**src/rtl/apb_arb2.sv**
```systemverilog
// apb_arb2: round-robin arbiter sharing one APB completer between two APB requesters.
// Define APB_ARB_TIMEOUT_EN to force completion of ACCESS phases that stall for TIMEOUT_CYCLES.
module apb_arb2 #(
  parameter int DECODE_BITS    = 16,
  parameter int NUM_CSEL_LOG2  = 3,
  parameter int TIMEOUT_CYCLES = 255
) (
  input  logic                     clk,
  input  logic                     reset_n,
  input  logic [DECODE_BITS-1:0]   M0_PADDR,
  input  logic [NUM_CSEL_LOG2-1:0] M0_PSEL_BANK,
  input  logic                     M0_PSEL,
  input  logic                     M0_PENABLE,
  input  logic                     M0_PWRITE,
  input  logic [31:0]              M0_PWDATA,
  output logic [31:0]              M0_PRDATA,
  output logic                     M0_PREADY,
  input  logic [DECODE_BITS-1:0]   M1_PADDR,
  input  logic [NUM_CSEL_LOG2-1:0] M1_PSEL_BANK,
  input  logic                     M1_PSEL,
  input  logic                     M1_PENABLE,
  input  logic                     M1_PWRITE,
  input  logic [31:0]              M1_PWDATA,
  output logic [31:0]              M1_PRDATA,
  output logic                     M1_PREADY,
  output logic [DECODE_BITS-1:0]   PADDR,
  output logic [NUM_CSEL_LOG2-1:0] PSEL_BANK,
  output logic                     PSEL,
  output logic                     PENABLE,
  output logic                     PWRITE,
  output logic [31:0]              PWDATA,
  input  logic [31:0]              PRDATA,
  input  logic                     PREADY,
  output logic                     TIMEOUT
);

  typedef enum logic [1:0] {IDLE = 2'd0, SETUP = 2'd1, ACCESS = 2'd2} state_t;

  state_t      state_reg, state_next;
  logic        grant_reg, grant_next;
  logic        last_grant_reg, last_grant_next;
  logic        busy, in_access, force_done, done;
  logic [31:0] rdata;
  logic        unused_penable;

  assign busy      = (state_reg != IDLE);
  assign in_access = (state_reg == ACCESS);

  // Requester PENABLE carries no information the arbiter needs.
  assign unused_penable = M0_PENABLE ^ M1_PENABLE;

`ifdef APB_ARB_TIMEOUT_EN
  logic [15:0] wait_cnt_reg;

  always_ff @(posedge clk or negedge reset_n) begin
    if (!reset_n)
      wait_cnt_reg <= '0;
    else if (state_reg == SETUP)
      wait_cnt_reg <= '0;
    else if (in_access && !PREADY)
      wait_cnt_reg <= wait_cnt_reg + 16'd1;
  end

  // A real PREADY in the final allowed cycle takes precedence over the forced completion.
  assign force_done = in_access && !PREADY && (wait_cnt_reg == 16'(TIMEOUT_CYCLES - 1));
`else
  localparam int unused_timeout_cycles = TIMEOUT_CYCLES;
  assign force_done = 1'b0;
`endif

  assign done = in_access && (PREADY || force_done);

  always_ff @(posedge clk or negedge reset_n) begin
    if (!reset_n) begin
      state_reg      <= IDLE;
      grant_reg      <= 1'b0;
      last_grant_reg <= 1'b1;
    end else begin
      state_reg      <= state_next;
      grant_reg      <= grant_next;
      last_grant_reg <= last_grant_next;
    end
  end

  always_comb begin
    state_next      = state_reg;
    grant_next      = grant_reg;
    last_grant_next = last_grant_reg;
    case (state_reg)
      IDLE: begin
        if (M0_PSEL || M1_PSEL) begin
          // Under contention the requester not served last wins.
          grant_next = (M0_PSEL && M1_PSEL) ? ~last_grant_reg : M1_PSEL;
          state_next = SETUP;
        end
      end
      SETUP:  state_next = ACCESS;
      ACCESS: begin
        if (done) begin
          last_grant_next = grant_reg;
          state_next      = IDLE;
        end
      end
      default: state_next = IDLE;
    endcase
  end

  assign PSEL      = busy;
  assign PENABLE   = in_access;
  assign PADDR     = busy ? (grant_reg ? M1_PADDR     : M0_PADDR)     : '0;
  assign PSEL_BANK = busy ? (grant_reg ? M1_PSEL_BANK : M0_PSEL_BANK) : '0;
  assign PWRITE    = busy ? (grant_reg ? M1_PWRITE    : M0_PWRITE)    : 1'b0;
  assign PWDATA    = busy ? (grant_reg ? M1_PWDATA    : M0_PWDATA)    : '0;

  assign rdata     = force_done ? 32'hFFFF_FFFF : PRDATA;
  assign M0_PRDATA = (in_access && !grant_reg) ? rdata : '0;
  assign M1_PRDATA = (in_access &&  grant_reg) ? rdata : '0;
  assign M0_PREADY = done && !grant_reg;
  assign M1_PREADY = done &&  grant_reg;
  assign TIMEOUT   = force_done;

endmodule
```
**config.mk**
```make
export PLATFORM = sky130hd
export DESIGN_NAME = apb_arb2
export DESIGN_NICKNAME = d
export VERILOG_FILES = /design/src/rtl/apb_arb2.sv
export SDC_FILE = /design/constraint.sdc
export NUM_CORES = 1
export LEC_CHECK = 0
export CORE_AREA = 10 10 93 95
export CTS_CLUSTER_DIAMETER = 30
export DETAILED_ROUTE_END_ITERATION = 16
export DIE_AREA = 0 0 103 105
export DONT_BUFFER_PORTS = 1
export RECOVER_POWER = 50
export SYNTH_ARGS = -nofsm -noshare
export SYNTH_HDL_FRONTEND = slang
export SYNTH_SLANG_ARGS = --single-unit
```
**constraint.sdc**
```tcl
create_clock -name clk -period 1.6 [get_ports clk]
set_clock_uncertainty 0.15 [all_clocks]
set_input_delay 0.16 -clock clk [delete_from_list [all_inputs] [get_ports clk]]
set_output_delay 0.16 -clock clk [all_outputs]
set_load 0.05 [all_outputs]
```
======== After elaboration in Yosys (flattened, before gate mapping) ========
Cells that the tools add are included.
storage, ports and cells
  register bits after elaboration ......... 4
  bits of input ports ..................... 143
  output and inout bits ................... 121
  logic and storage cells ................. 35
operators by class
  eq/ne operators ......................... 4
  multiplexer cells ....................... 14
  bitwise logic cells ..................... 1
  reductions and logical operators ........ 13
operators by type and width
  cell                                            number
  2-to-1 mux 32 bit                               4
  2-to-1 mux 16 bit                               2
  logical AND 1 bit                               6
  2-to-1 mux 3 bit                                2
  case mux 2 bit (3 select lines)                 1
  AND reduction 2 bit                             3
  2-to-1 mux 2 bit                                2
  2-to-1 mux 1 bit                                3
  == test 2 x 1 -> 1 bit (second input constant)  1
  == test 2 bit (second input constant)           1
  zero test 2 bit                                 1
  != test 2 x 1 -> 1 bit (second input constant)  1
  != test 2 bit (second input constant)           1
  nonzero test 2 bit                              1
  zero test 1 bit                                 1
  logical OR 1 bit                                1
  NOT 1 bit                                       1

======== Logic depth before layout (Yosys ltp) ========
Gate-level depths: netlist of the first run.
  word-level depth ........................ 4
  gate-level depth with buffers ........... 5
  depth with buffers taken out ............ 2

======== Least setup slack after synthesis of the first run ========
Ideal clock, no wire load.
  path type ............................... reg2out
  from .................................... register state_reg[0]
  to ...................................... output M1_PRDATA[31]
  arrival time ............................ 1,808 ps
  data required time ...................... 1,290 ps
  slack ................................... -518 ps
  cell stages (with the launch flop) ...... 4
  buffers on the path ..................... 1
  path through ............................ dfrtp_1 buf_6 nor2b_1 and3_1
between the ends
  cells in the longest elaborated chain, start to end .. 3
RTL lines
  what                    line  text
  start, declared         39    state_t state_reg, state_next;
  start signal, assigned  79    state_reg <= state_next;
  == test 2 bit           47    assign in_access = (state_reg == ACCESS);
  named net PENABLE       29    output logic PENABLE,
  logical AND 1 bit       117   assign M1_PRDATA = (in_access && grant_reg) ? rdata : '0;
  2-to-1 mux 32 bit       117
  end, declared           24    output logic [31:0] M1_PRDATA,
The timed path passes the listed nets, and every way through them passes these cells.

======== Worst setup path in the final report of the first run ========
  from .................................... register grant_reg
  to ...................................... output M0_PRDATA[4]
between the ends
  cells in the longest elaborated chain, start to end .. 3
RTL lines
  what                    line  text
  start, declared         40    logic grant_reg, grant_next;
  start signal, assigned  80    grant_reg <= grant_next;
  zero test 1 bit         116   assign M0_PRDATA = (in_access && !grant_reg) ? rdata : '0;
  logical AND 1 bit       116
  2-to-1 mux 32 bit       116
  end, declared           16    output logic [31:0] M0_PRDATA,
Every way passes these cells.

==> impl_summary.log, run 1 <==
[metrics] library cell with the largest summed area after synthesis: sky130_fd_sc_hd__mux2i_1
[metrics] count of H-tree levels built during CTS: 1
[metrics] Final Util: 59.4%
[metrics] area added between synthesis and finish: 170%
[metrics] global placer's final weighted congestion: 0.733
[metrics] chip width: 103 µm
[metrics] fraction of layout instances using a drive strength above 1: 82.3%
[metrics] worst flop-to-flop path endpoint: grant_reg
[metrics] total number of cells along the worst setup path: 4
[metrics] Startpoint Class: register
[metrics] maximum clock insertion buffer count: 2
[metrics] launching instance or port of the critical path: grant_reg
[metrics] critical path start-end classification: reg -> out
[metrics] vias post-DR: 1901
[metrics] Post-synth EDFFs: 0
[metrics] Seq cells post-synth: 4
[metrics] Initial Utilization: 22.0%
[metrics] register area: 108 µm²
[metrics] maximum fanout along the worst path: 31
[metrics] CTS tree: yes
[metrics] multiplexer fraction of the synthesized cell area: 36.4%
[metrics] # fillers: 516
[metrics] total clock buffers created by CTS: 3
[metrics] DIE AREA: 10800 µm²
[metrics] cell mode on critical path: sky130_fd_sc_hd__buf_12
[metrics] final hold violation count: 1
[metrics] CP Capture Type: output port
[metrics] Crit path arrival time: 1.51 ns
[metrics] final period utilization: 113%
[metrics] cell area after synthesis: 1490 µm²
[metrics] fraction of the mapped netlist area in compound gates: 1.60%
[metrics] initial antenna violation count: 0
[metrics] Setup Viol. Count Final: 119
[metrics] final slew viol count: 0
[metrics] GRT Residual Overflow: 0
[metrics] number of max-cap violations: 0
[metrics] maximum number of pins on one net before global-route repair: 39
[metrics] post-layout min period: 1.82 ns
[metrics] ANT cells: 0
[metrics] worst stage delay on the critical path: 0.51 ns
[metrics] post-detailed-route wirelength per cell: 25.3 µm
[metrics] standby leakage power: 1.72 nW
[metrics] Most used DFF post-synth: sky130_fd_sc_hd__dfrtp_1
[metrics] dpl cell area: 3590 µm²
[metrics] number of port buffers: 0
[metrics] worst-case register-to-register setup slack: 0.11 ns
[metrics] clock latency at the later pin of the worst-skew pair: 0.22 ns
[metrics] final hold slack: -0.000947 ns
[metrics] area of the multi-input gates: 1680 µm²
[metrics] origin of the critical flop-to-flop path: state_reg[0]
[metrics] library cell used as clock root buffer: sky130_fd_sc_hd__clkbuf_8
[metrics] Post-route DRC: 0
[metrics] Worst EP required: 1.29 ns
[metrics] post-detailed-placement half-perimeter wirelength: 8.33 mm
[metrics] family of cells with the greatest summed delay on the critical path: flip-flops
[metrics] setup slack after layout: -0.216 ns
[metrics] number of standard-cell rows in the floorplan: 30
[metrics] setup repair after global routing missed its margin: yes
[metrics] number of flip-flops under the largest register name: 2
[metrics] overall fraction of global-route tracks in use: 15.2%
[metrics] average cell area after synthesis: 7.08 µm²
[metrics] area fraction of the dominant cell type after synthesis: 35.7%
[metrics] global-route wire length before repair: 13.0 mm
[metrics] capturing instance or port of the critical path: M0_PRDATA[4]
[metrics] cells traversed along the worst timing path: nor3b_4 -> buf_12 -> and2_2 -> buf_12
[metrics] status: finished with violations
[metrics] vertical extent of the die: 105 µm
[metrics] share of synthesized registers carrying an async set or reset: 100%
[metrics] type of the tightest min-delay check: in -> reg
[metrics] placed cell count: 368
[metrics] failing checks: hold timing, setup timing
[metrics] proportion of synthesized chip area in sequential cells: 6.82%
[metrics] leading post-synthesis cells by cell area: sky130_fd_sc_hd__mux2i_1, sky130_fd_sc_hd__and2_1, sky130_fd_sc_hd__nor2_1, sky130_fd_sc_hd__dfrtp_1, sky130_fd_sc_hd__buf_6
[metrics] Adder-Cell Fraction of Synth Area: 0%
[metrics] worst reg2reg path depth: 3
[metrics] cell area after layout: 4020 µm²
[metrics] sum of buffers and inverters on the critical path: 2
[metrics] Cell variety after synth: 25
[metrics] total negative slack for setup checks: -20.31 ns
[metrics] clock edge transition at the registers on the reported setup and hold paths: 0.03 ns
[metrics] basic-gate share of the synthesized area counting and, or, nand and nor cells: 45.0%
[metrics] xor/xnor cell area share of the yosys netlist: 0%
[metrics] post-layout instance count excluding filler cells: 385
[metrics] PD cells: 2860 nW/µm²
[metrics] maximum resistive drop on vdd: 1700 µV
[metrics] Crit-path slowest cell: sky130_fd_sc_hd__dfrtp_4
[metrics] final-stage net count: 449
[metrics] vias in the first global route: 2121
[metrics] DRC marker count from the first detailed-route iteration: 27
[metrics] placeable core region: 6760 µm²
[metrics] Via-to-Cell Ratio: 4.94
[metrics] achievable clock frequency: 0.551 GHz
[metrics] Yosys warnings: 0
[metrics] total I/O pin count: 264
[metrics] dominant combinational cell family by area after synthesis: simple AND/OR/NAND/NOR gates
[metrics] Pre-Repair DR Iteration Count: 4
[metrics] Num Clock Sinks: 4
[metrics] count of mapped cells out of synthesis: 210
[metrics] total wire length: 9.75 mm
[metrics] net count after synthesis: 353
[metrics] Routed Antenna Nets: 0
-- synthesized netlist by cell type, types with 2 or more instances --
cell and instances:
sky130_fd_sc_hd__and2_1 62, sky130_fd_sc_hd__and3_1 2, sky130_fd_sc_hd__buf_2 6, sky130_fd_sc_hd__buf_4 5, sky130_fd_sc_hd__buf_6 4, sky130_fd_sc_hd__clkbuf_2 6
sky130_fd_sc_hd__dfrtp_1 3, sky130_fd_sc_hd__mux2i_1 53, sky130_fd_sc_hd__nor2_1 53
-- layout by cell type (no fill, tap or decap), types with 5 or more instances in the layout --
| cell | synthesis | layout |
|---|---|---|
| sky130_fd_sc_hd__and2_2 | 0 | 22 |
| sky130_fd_sc_hd__nor2_1 | 53 | 5 |
| sky130_fd_sc_hd__and2_4 | 0 | 40 |
| sky130_fd_sc_hd__buf_4 | 5 | 8 |
| sky130_fd_sc_hd__mux2i_1 | 53 | 37 |
| sky130_fd_sc_hd__mux2i_2 | 0 | 15 |
| sky130_fd_sc_hd__nor2_4 | 1 | 21 |
| sky130_fd_sc_hd__nor2_2 | 0 | 28 |
| sky130_fd_sc_hd__buf_6 | 4 | 8 |
| sky130_fd_sc_hd__buf_12 | 0 | 88 |
-- power breakdown --
group          internal [mW]  switching [mW]  total [mW]
Combinational           4.87            6.11        11.0
Sequential             0.176          0.0869       0.263
Clock                  0.171          0.0603       0.231
Total                   5.22            6.26        11.5
-- per-layer routing --
metal	part of all wire, %	wire [µm]	vias up	GRT usage [%]
li1	-	-	868	-
met1	27	2590	865	12.4
met4	0.89	87	0	2.29
met5	0	0	-	0
met3	15	1480	8	7.44
met2	57	5590	160	31.2
-- stage by stage --
step / power, mW / setup WS (ns)
CTS: 11.1 / -0.210
finish: 11.5 / -0.216
detailed placement: 10.4 / -0.0177
global route: 11.9 / -0.275
global placement: 10.3 / 0.0278
floorplan: 6.35 / -0.143
-- repair_timing --
| item | in CTS | in global routing |
|---|---|---|
| setup endpoints to repair | 119 | 119 |
| pin swaps | 28 | 18 |
| hold endpoints to repair | 5 | 0 |
| gates resized for setup | 51 | 22 |
| gates cloned | 1 | 4 |
| hold buffers | 3 | 0 |
| buffers inserted | 3 | 2 |
-- worst min-delay path by stage --
stage                     startpoint            to  slack, ns  cells after the start
after floorplan              reset_n     grant_reg      -0.29                      0
after global placement       reset_n  state_reg[1]      -0.29                      0
after detailed placement     reset_n  state_reg[1]      -0.29                      0
after CTS                     PREADY  state_reg[1]      0.004                      2
after global routing          PREADY  state_reg[1]      0.009                      2
final                         PREADY  state_reg[1]    -0.0009                      2
-- layout make-up --
| cell class | count | share of cell area, % |
|---|---|---|
| timing repair buffer | 112 | 51.7 |
| multi-input combinational | 184 | 41.8 |
| sequential | 4 | 2.68 |
| tap | 80 | 2.49 |
| clock buffer | 4 | 1.12 |
| inverter | 1 | 0.187 |
-- kinds of logic (layout without fill, tap and decap cells) --
family,Yosys count,after routing
flops,4,4
buf+inv,22,117
simple gates,126,126
other cells,1,1
compound gates,3,3
mux,54,54
No activity file was read; power rests on OpenSTA's default activity.
==> run 2: changes to the inputs <==
- clock period: 1.6 -> 2.1 ns (I/O delays scaled with it)
==> run 2 against run 1 <==
The flow now finishes without violations. Count of clock-buffer cells in the layout unchanged. Die area unchanged. Cell area down 19%. Worst setup slack better by 0.31 ns. Via count up 0.32%. First-iteration DRC count up 56%. Sequential power down 17%. Critical path type unchanged. Highest routed layer unchanged.
==> impl_summary.log, run 2 (synthesized netlist as in run 1, its figures left out) <==
[metrics] DIE AREA: 10800 µm² (unchanged)
[metrics] final hold violation count: 0 (-1)
[metrics] GRT Residual Overflow: 0 (unchanged)
[metrics] overall fraction of global-route tracks in use: 13.6% (-1.7 points)
[metrics] status: complete, no violations
[metrics] total negative slack for setup checks: 0 ns (+20.31 ns)
[metrics] post-route total power: 6.41 mW (-44%)
[metrics] clock latency at the later pin of the worst-skew pair: 0.22 ns (about the same)
[metrics] CTS tree: yes
[metrics] worst stage delay on the critical path: 0.53 ns (+0.02 ns)
[metrics] post-layout min period: 2.00 ns
[metrics] type of the tightest min-delay check: in -> reg
[metrics] setup repair after global routing missed its margin: no
[metrics] maximum resistive drop on vdd: 1410 µV (-17%)
[metrics] Via-to-Cell Ratio: 4.77 (-3.4%)
[metrics] Startpoint Class: register
[metrics] PD cells: 1980 nW/µm² (-31%)
[metrics] vertical extent of the die: 105 µm (unchanged)
[metrics] slew at the pin closest to its max-slew limit: 0.617 ns
[metrics] vias in the first global route: 1981 (-6.6%)
[metrics] final period utilization: 95.4%
[metrics] maximum number of pins on one net before global-route repair: 56 (+44%)
[metrics] count of H-tree levels built during CTS: 1 (unchanged)
[metrics] Initial Utilization: 22.0% (unchanged)
[metrics] total clock buffers created by CTS: 3 (unchanged)
[metrics] chip width: 103 µm (unchanged)
[metrics] initial antenna violation count: 0 (unchanged)
[metrics] post-detailed-route wirelength per cell: 21.4 µm (-16%)
[metrics] achievable clock frequency: 0.499 GHz
[metrics] number of flip-flops under the largest register name: 2 (unchanged)
[metrics] vias post-DR: 1907 (+0.32%)
[metrics] global placer's final weighted congestion: 0.803 (+9.6%)
[metrics] maximum fanout along the worst path: 48 (+55%)
[metrics] post-detailed-placement half-perimeter wirelength: 7.82 mm (-6.2%)
[metrics] standby leakage power: 1.54 nW (-10%)
[metrics] library cell used as clock root buffer: sky130_fd_sc_hd__clkbuf_8
[metrics] total setup buffers inserted after CTS: 0 (-3)
[metrics] number of standard-cell rows in the floorplan: 30 (unchanged)
[metrics] number of port buffers: 0 (unchanged)
[metrics] cells traversed along the worst timing path: buf_12 -> mux2i_1 -> nor2_1 -> buf_4
[metrics] worst reg2reg path depth: 4 (+1)
[metrics] clock edge transition at the registers on the reported setup and hold paths: 0.04 ns (about the same)
[metrics] Pre-Repair DR Iteration Count: 4 (unchanged)
[metrics] total I/O pin count: 264 (unchanged)
[metrics] Num Clock Sinks: 4 (unchanged)
[metrics] DRC marker count from the first detailed-route iteration: 42 (+56%)
[metrics] fraction of layout instances using a drive strength above 1: 41.3% (-41 points)
[metrics] total wire length: 8.55 mm (-12%)
[metrics] CP Capture Type: output port
[metrics] worst-case register-to-register setup slack: 0.25 ns (+0.14 ns)
[metrics] Crit-path slowest cell: sky130_fd_sc_hd__dfrtp_2
[metrics] Setup Viol. Count Final: 0 (-100%)
[metrics] area added between synthesis and finish: 118%
[metrics] most common cell after layout, fill and taps aside: sky130_fd_sc_hd__buf_12
[metrics] number of max-cap violations: 0 (unchanged)
[metrics] final slew viol count: 0 (unchanged)
[metrics] ANT cells: 0 (unchanged)
[metrics] maximum clock insertion buffer count: 2 (unchanged)
[metrics] worst slew slack as a fraction of its limit: 59.0%
[metrics] final hold slack: 0.0215 ns (+0.0224 ns)
[metrics] Crit path arrival time: 1.64 ns (+0.13 ns)
[metrics] critical path start-end classification: reg -> out
[metrics] global-route wire length before repair: 11.8 mm (-9.7%)
[metrics] placeable core region: 6760 µm² (unchanged)
[metrics] Post-route DRC: 0 (unchanged)
[metrics] Worst EP required: 1.74 ns (+0.45 ns)
[metrics] final-stage net count: 464 (+3.3%)
[metrics] Routed Antenna Nets: 0 (unchanged)
[metrics] commonest non-fill, non-tap cells in the layout: sky130_fd_sc_hd__buf_12, sky130_fd_sc_hd__nor2_1, sky130_fd_sc_hd__mux2i_1, sky130_fd_sc_hd__and2_1, sky130_fd_sc_hd__buf_4
[metrics] hold path depth: 2 (unchanged)
-- run 2: changes by cell type in the layout (fill, tap and decap cells not counted), moves of 6 or more --
cell                       before  now
sky130_fd_sc_hd__nor2_1         5   54
sky130_fd_sc_hd__and2_4        40    0
sky130_fd_sc_hd__and2_1         0   36
sky130_fd_sc_hd__nor2_2        28    0
sky130_fd_sc_hd__and2_0         0   26
sky130_fd_sc_hd__buf_4          8   34
sky130_fd_sc_hd__buf_12        88   64
sky130_fd_sc_hd__and2_2        22    0
sky130_fd_sc_hd__nor2_4        21    0
sky130_fd_sc_hd__clkbuf_4       0   16
sky130_fd_sc_hd__mux2i_1       37   52
sky130_fd_sc_hd__mux2i_2       15    1
sky130_fd_sc_hd__buf_6          8    2
sky130_fd_sc_hd__clkbuf_2       0    6
-- run 2: what timing repair did --
item                                   in CTS  in global routing
hold buffers                                3                  0
resized for setup                           0                  3
setup endpoints to repair                   0                  8
endpoints found under the hold margin       5                  0
-- run 2: critical path: cells and delay by family (launching register included) --
kind	cells	cell delay [ns]
flops	1	0.53
buf+inv	2	0.52
simple gates	1	0.06
mux	1	0.25
-- run 2: final cells by class --
class	instances	area [µm²]
Multi-Input combinational cell	184	1240
Inverter	1	3.75
Fill cell	603	3520
Clock buffer	4	45.0
Timing Repair Buffer	127	1750
Sequential cell	4	103
Tap cell	80	100
-- run 2: worst paths after layout --
kind	start	to
max	grant_reg	PADDR[4]
min	PREADY	state_reg[1]
max reg2reg	state_reg[0]	state_reg[0]
min reg2reg	state_reg[1]	state_reg[1]
max in group asynchronous	reset_n	last_grant_reg
min in group asynchronous	reset_n	state_reg[1]
-- run 2: per-stage QoR --
stage | util (%) | setup WS, ns | std cells | area [µm²]
6_report | 47.9 | 0.0965 | 400 | 3240
2_1_floorplan | - | 0.202 | 210 | 1490
3_3_place_gp | 47.5 | 0.379 | 393 | 3210
3_5_place_dp | 47.5 | 0.342 | 393 | 3210
5_1_grt | 47.9 | 0.00630 | 400 | 3240
4_1_cts | 48.6 | 0.0995 | 400 | 3280
-- run 2: per-layer routing --
| layer | vias up | wire [µm] | track usage (%) |
|---|---|---|---|
| met5 | - | 0 | 0 |
| met4 | 0 | 97 | 2.88 |
| met3 | 8 | 1230 | 6.92 |
| met2 | 148 | 4720 | 27.5 |
| met1 | 853 | 2500 | 10.8 |
| li1 | 898 | - | - |
-- run 2: report_power, final --
part	total [mW]	internal, mW	leakage [nW]	switching, mW
clock network	0.174	0.130	0.0228	0.0443
registers	0.219	0.125	0.0461	0.0941
logic	6.02	2.10	1.47	3.92
